==> src/rtl/vga_scan_driver.sv <==
// vga_scan_driver: free-running raster scan generator.
// Drives the pixel coordinate bus to the renderers, takes their intensity back
// and emits pixel-aligned sync, display-enable and pixel data, plus line/frame
// tick pulses for pacing animation logic.
module vga_scan_driver #(
  parameter int unsigned H_ACTIVE    = 640,
  parameter int unsigned H_FP        = 16,
  parameter int unsigned H_SYNC      = 96,
  parameter int unsigned H_BP        = 48,
  parameter int unsigned V_ACTIVE    = 480,
  parameter int unsigned V_FP        = 10,
  parameter int unsigned V_SYNC      = 2,
  parameter int unsigned V_BP        = 33,
  parameter int unsigned PIX_LATENCY = 1
) (
  input  logic       clk,
  input  logic       reset,
  input  logic       pix_ce,
  output logic [9:0] h_readwire,
  output logic [9:0] v_readwire,
  input  logic [3:0] colorv,
  output logic [3:0] pix_out,
  output logic       hsync,
  output logic       vsync,
  output logic       de,
  output logic       line_tick,
  output logic       frame_tick
);

  localparam int unsigned H_TOTAL = H_ACTIVE + H_FP + H_SYNC + H_BP;
  localparam int unsigned V_TOTAL = V_ACTIVE + V_FP + V_SYNC + V_BP;

  // 11-bit compare constants so a sync end equal to 1024 cannot overflow
  localparam logic [10:0] H_ACT_END  = 11'(H_ACTIVE);
  localparam logic [10:0] H_SYNC_BEG = 11'(H_ACTIVE + H_FP);
  localparam logic [10:0] H_SYNC_END = 11'(H_ACTIVE + H_FP + H_SYNC);
  localparam logic [10:0] V_ACT_END  = 11'(V_ACTIVE);
  localparam logic [10:0] V_SYNC_BEG = 11'(V_ACTIVE + V_FP);
  localparam logic [10:0] V_SYNC_END = 11'(V_ACTIVE + V_FP + V_SYNC);
  localparam logic [9:0]  H_LAST     = 10'(H_TOTAL - 1);
  localparam logic [9:0]  V_LAST     = 10'(V_TOTAL - 1);

  logic [10:0] h_ext;
  logic [10:0] v_ext;
  logic        h_last;
  logic        v_last;
  logic        de_r;
  logic        hs_r;
  logic        vs_r;

  logic [PIX_LATENCY-1:0] de_sr;
  logic [PIX_LATENCY-1:0] hs_sr;
  logic [PIX_LATENCY-1:0] vs_sr;
  logic                   de_d;
  logic                   hs_d;
  logic                   vs_d;

  // Raw timing decode from the current coordinate
  always_comb begin
    h_ext  = {1'b0, h_readwire};
    v_ext  = {1'b0, v_readwire};
    h_last = (h_readwire == H_LAST);
    v_last = (v_readwire == V_LAST);
    de_r   = (h_ext < H_ACT_END) && (v_ext < V_ACT_END);
    hs_r   = !((h_ext >= H_SYNC_BEG) && (h_ext < H_SYNC_END));
    vs_r   = !((v_ext >= V_SYNC_BEG) && (v_ext < V_SYNC_END));
  end

  // Coordinate counters and wrap ticks, advancing only on pixel enables
  always_ff @(posedge clk or negedge reset) begin
    if (!reset) begin
      h_readwire <= '0;
      v_readwire <= '0;
      line_tick  <= 1'b0;
      frame_tick <= 1'b0;
    end else begin
      line_tick  <= pix_ce && h_last;
      frame_tick <= pix_ce && h_last && v_last;
      if (pix_ce) begin
        if (h_last) begin
          h_readwire <= '0;
          v_readwire <= v_last ? '0 : v_readwire + 10'd1;
        end else begin
          h_readwire <= h_readwire + 10'd1;
        end
      end
    end
  end

  // Delay line matching the renderer latency; shifts every clk, not per enable
  always_ff @(posedge clk or negedge reset) begin
    if (!reset) begin
      de_sr <= '0;
      hs_sr <= '1;
      vs_sr <= '1;
    end else begin
      de_sr[0] <= de_r;
      hs_sr[0] <= hs_r;
      vs_sr[0] <= vs_r;
      for (int unsigned i = 1; i < PIX_LATENCY; i++) begin
        de_sr[i] <= de_sr[i-1];
        hs_sr[i] <= hs_sr[i-1];
        vs_sr[i] <= vs_sr[i-1];
      end
    end
  end

  assign de_d = de_sr[PIX_LATENCY-1];
  assign hs_d = hs_sr[PIX_LATENCY-1];
  assign vs_d = vs_sr[PIX_LATENCY-1];

  // Output registers: pixel data blanked outside the active area
  always_ff @(posedge clk or negedge reset) begin
    if (!reset) begin
      de      <= 1'b0;
      hsync   <= 1'b1;
      vsync   <= 1'b1;
      pix_out <= '0;
    end else begin
      de      <= de_d;
      hsync   <= hs_d;
      vsync   <= vs_d;
      pix_out <= de_d ? colorv : '0;
    end
  end

endmodule
==> config.mk <==
export PLATFORM = sky130hd
export DESIGN_NAME = vga_scan_driver
export DESIGN_NICKNAME = d
export VERILOG_FILES = /design/src/rtl/vga_scan_driver.sv
export SDC_FILE = /design/constraint.sdc
export NUM_CORES = 1
export LEC_CHECK = 0
export ABC_AREA = 1
export ABC_CLOCK_PERIOD_IN_PS = 1600
export BUFFER_PORTS_ARGS = -buffer_cell sky130_fd_sc_hd__buf_2
export CORE_AREA = 2 2 66 68
export CTS_CLUSTER_SIZE = 10
export DETAILED_ROUTE_END_ITERATION = 12
export DIE_AREA = 0 0 68 70
export GPL_ROUTABILITY_DRIVEN = 0
export RECOVER_POWER = 25
export SYNTH_ARGS = -nofsm -noshare
export SYNTH_HDL_FRONTEND = slang
export SYNTH_SLANG_ARGS = --single-unit
==> constraint.sdc <==
create_clock -name clk -period 1.6 [get_ports clk]
set_input_delay 0.24 -clock clk [delete_from_list [all_inputs] [get_ports clk]]
set_output_delay 0.24 -clock clk [all_outputs]
set_load 0.02 [all_outputs]
After elaboration in Yosys (flattened, before gate mapping) --
Cells that the tools add are included.
Word-level totals: output and inout port bits 29, register bits after elaboration 32, input bits 7, word-level logic and storage cells 32
Operators by class: order comparisons 6, muxes and demuxes 3, add/sub/neg operators 2, reduce and logical (&&, ||, !) cells 8, equality and inequality tests 2
Operators with widths (count):
- adder 10 x 1 -> 10 bit (second input constant) | 2
- equality test 10 bit (second input constant) | 2
- < comparator 10 bit (second input constant) | 2
- < comparator 10 x 9 -> 1 bit (second input constant) | 2
- 2-to-1 mux 10 bit | 2
- >= comparator 10 bit (second input constant) | 1
- >= comparator 10 x 9 -> 1 bit (second input constant) | 1
- logical AND 1 bit | 5
- 2-to-1 mux 4 bit | 1
- logical NOT 1 bit | 2
- AND reduction 2 bit | 1

Logic depth before layout (Yosys ltp) --
word-level depth 3, mapped depth 8, gate-level depth less buffers 8

Least setup slack after synthesis --
Ideal clock, no wire load.
path kind reg2reg, start point register h_readwire[1], end point register v_readwire[4], period minus slack after synthesis 1.419 ns, cell stages (with the launch flop) 8, path buffers 1, setup slack 0.181 ns, required time 1.481 ns, data arrival time 1.300 ns, setup time 0.119 ns, cells stage by stage dfrtp_1 ha_1 inv_1 nor2_2 nand4_4 buf_6 nand2_1 o21ai_2
Between the ends: longest elaborated chain between the ends 2
RTL lines:
- start: declaration | RTL line 19 | output logic [9:0] h_readwire,
- start signal: assignment | RTL line 84 | h_readwire <= h_readwire + 10'd1;
- equality test 10 bit | RTL line 62 | h_last = (h_readwire == H_LAST);
- AND reduction 2 bit (no line)
- end signal: assignment | RTL line 82 | v_readwire <= v_last ? '0 : v_readwire + 10'd1;
- end: declaration | RTL line 20 | output logic [9:0] v_readwire,
Every way passes these cells. A chain may end at the register's enable or synchronous reset.

Worst setup path in the final report --
Ends and elaborated chain as after synthesis.

==> run_results.csv <==
group,metric,value,unit
outcome,status,"finished, final reports clean",
setup_path,reg2reg_depth,7,
logic_synthesis,yosysSeqAreaShare,50.83,%
route,wl_per_cell,11.61,um
logic_synthesis,yosys_warnings,0,
place,portBuffers,35,
global_route,antenna_found_initial,0,
power,leakage,1.042,nW
finish,seqCellArea,805.8,um^2
worst_hold_path,whs_endpoint,"pix_out[1]$_DFF_PN0_",
finish,diodes,0,
setup_path,worstPathRequired,1.77,ns
finish,area_growth,26.12,%
sta,fmax,0.7011,GHz
worst_hold_path,hold_path.class,"primary input to register",
logic_synthesis,ys_ff_latch,32,
finish,drive_above_1_share,28.09,%
sta,finClkSkew,0.008533,ns
place,hpwl,2406,um
floorplan,dieWidth,68,um
floorplan,dieArea,0.004760,mm^2
setup_path,setup.worst_path.end_class,"register",
route,drc,0,
floorplan,ios,36,
setup_path,crit_type,"register to register",
floorplan,std_cell_rows,24,
sta,relSlewSlack,47.68,%
route,drt_wl_total,3333,um
power,vdd_drop_max,0.0004825,V
power,p_per_area,1196,mW/mm^2
global_route,grt_pass1_wl,5554,um
sta,finalSetupViolCount,0,
global_route,first_global_vias,1225,
sta,rsz0062_at_grt,"no",
clocking,cts_tree,"built",
sta,fin_crit_sh,89.15,%
logic_synthesis,synth_top_cells_by_count,"44 x nand2_1, 28 x dfrtp_1, 26 x inv_1",
logic_synthesis,synth_nets,196,
floorplan,die_h,70,um
global_route,grt_max_degree,33,
clocking,cts.htree.levels,2,
logic_synthesis,synthesis.area,0.001585,mm^2
place,pre_cts_slack,0.1152,ns
sta,worst_pin_slew,0.7848,ns
logic_synthesis,async_flop_share,100.0,%
clocking,clock_sinks,32,
sta,finalMaxSlewViolations,0,
clocking,clk_pin_slew,0.07,ns
route,ant_nets,0,
setup_path,path_max_fanout,7,
clocking,clock_path_buffers,2,
logic_synthesis,netlist-cell-type-count,27,
route,first_iter_violations,57,
worst_hold_path,whs_path_depth,3,
clocking,numCtsBuffers,5,
logic_synthesis,synth_top_area_share,44.20,%
logic_synthesis,yosys.area.top_type,"dfrtp_1",
global_route,overflow,0,
setup_path,r2r-end,"v_readwire[4]$_DFFE_PN0P_",
logic_synthesis,synth_edf_count,0,
worst_hold_path,hold_start,"colorv[1]",
setup_path,r2r_slack,0.17,ns
flow_run,maxCapViolCount,0,
finish,fin_nets,245,
logic_synthesis,syn_area_per_cell,8.569,um^2
route,vias,1349,
route,drt-vias-per-instance,4.700,
sta,tns,0,ns
clocking,insertion_delay,0.29,ns
logic_synthesis,syn_inst,185,
logic_synthesis,synth.most_common_cell,"nand2_1",
finish,fillerInstances,415,
global_route,grt_use_total,15.26,%
floorplan,coreArea,0.004144,mm^2
setup_path,reg2reg_from,"h_readwire[1]$_DFFE_PN0P_",
finish,fin_area,0.001999,mm^2
sta,hold_violations,0,
sta,setup_ws,0.1737,ns
logic_synthesis,synthFlopType,"dfrtp_1",
place,dpl-instance-area,0.001854,mm^2
clocking,root_buffer,"clkbuf_8",
floorplan,initial_core_util,38.25,%
setup_path,crit_arrival,1.60,ns
logic_synthesis,ys_top_cells_by_area,"dfrtp_1 44%, nand2_1 10%, dfstp_2 6.6%, inv_1 6.2%, nor2_1 4.7%",
setup_path,cp-start-kind,"register",
sta,fin_crit,1.426,ns
finish,multi_input_area,663.1,um^2
route,drtPass1Iterations,5,
## critical path, cell delays in order (launching register included)
cell and delay (ns):
dfrtp_1 0.40, ha_1 0.19, inv_1 0.07, nor2_4 0.17, nand4_4 0.16, buf_4 0.21
nand2_1 0.07, o21ai_2 0.05
## cells by family after synthesis
| group | after synthesis | synth area share [%] |
|---|---|---|
| simple gates | 100 | 30.31 |
| buf+inv | 31 | 8.444 |
| flops | 32 | 50.83 |
| compound gates | 13 | 4.498 |
| xor+xnor | 5 | 2.762 |
| fa+ha+maj | 4 | 3.157 |
## how the worst max path moves through the flow
stage	start	end	slack (ns)	cells past startpoint
2_1_floorplan	h_readwire[1]$_DFFE_PN0P_	v_readwire[4]$_DFFE_PN0P_	0.18	7
3_3_place_gp	h_readwire[1]$_DFFE_PN0P_	v_readwire[4]$_DFFE_PN0P_	0.16	7
3_5_place_dp	h_readwire[1]$_DFFE_PN0P_	v_readwire[4]$_DFFE_PN0P_	0.12	7
4_1_cts	h_readwire[1]$_DFFE_PN0P_	v_readwire[4]$_DFFE_PN0P_	0.10	7
5_1_grt	h_readwire[1]$_DFFE_PN0P_	v_readwire[6]$_DFFE_PN0P_	0.02	8
6_report	h_readwire[1]$_DFFE_PN0P_	v_readwire[4]$_DFFE_PN0P_	0.17	7
## per-layer routing
metal	part of all wire, %	global-route usage [%]	vias up	routed length, um
li1	-	-	686	-
met1	48	22.07	618	1592
met2	46	21.57	40	1519
met3	4.9	3.060	5	162
met4	1.8	7.333	0	59
met5	0	0	-	0
## repair_timing
action / in CTS / in global routing
setup endpoints to repair: 0 / 5
hold endpoints to repair: 28 / 0
gates resized for setup: 0 / 2
hold buffers: 1 / 0
buffers inserted: 0 / 1
## layout by cell type, fill, tap and decap left out, types with 2 or more instances in the layout
| cell | n |
|---|---|
| buf_4 | 8 |
| buf_2 | 35 |
| nor2_4 | 2 |
| clkbuf_8 | 5 |
| nand2_1 | 44 |
| dfstp_2 | 4 |
| a21oi_1 | 3 |
| xor2_1 | 4 |
| nor3_1 | 6 |
| nand3b_1 | 2 |
| nand4_1 | 8 |
| inv_1 | 26 |
| nand3_1 | 12 |
| nor2_1 | 20 |
| o21ai_0 | 7 |
| nor2_2 | 2 |
| ha_1 | 4 |
| dfrtp_1 | 28 |
## final cells by class
class,count,area share (%)
Sequential cell,32,40.30
Clock buffer,5,3.442
Tap cell,52,3.254
Timing Repair Buffer,45,12.52
Multi-Input combinational cell,123,33.17
Clock inverter,3,2.128
Inverter,27,5.194
## registers in the layout, indices dropped and copies added, names as in the netlist
register / cells
de: 1
de_d: 1
frame_tick: 1
h_readwire: 10
hs_d: 1
hsync: 1
line_tick: 1
pix_out: 4
v_readwire: 10
vs_d: 1
vsync: 1
## metrics by stage
step                      std cells  power [mW]  util (%)  hold slack [ns]
after floorplan                 185       1.362         -         -0.05559
after global placement          276       1.607     44.75           0.2839
after detailed placement        276       1.618     44.75           0.2851
after CTS                       285       2.393     47.68           0.1502
after global routing            287       2.530     48.25           0.1585
final                           287       2.390     48.25           0.1510
## power breakdown
group	internal [mW]	switching (mW)	total (mW)
sequential	0.901	0.0714	0.973
clock	0.460	0.307	0.768
combinational	0.220	0.430	0.650
total	1.58	0.809	2.39
Note: power is estimated with default switching activity, not from simulation.
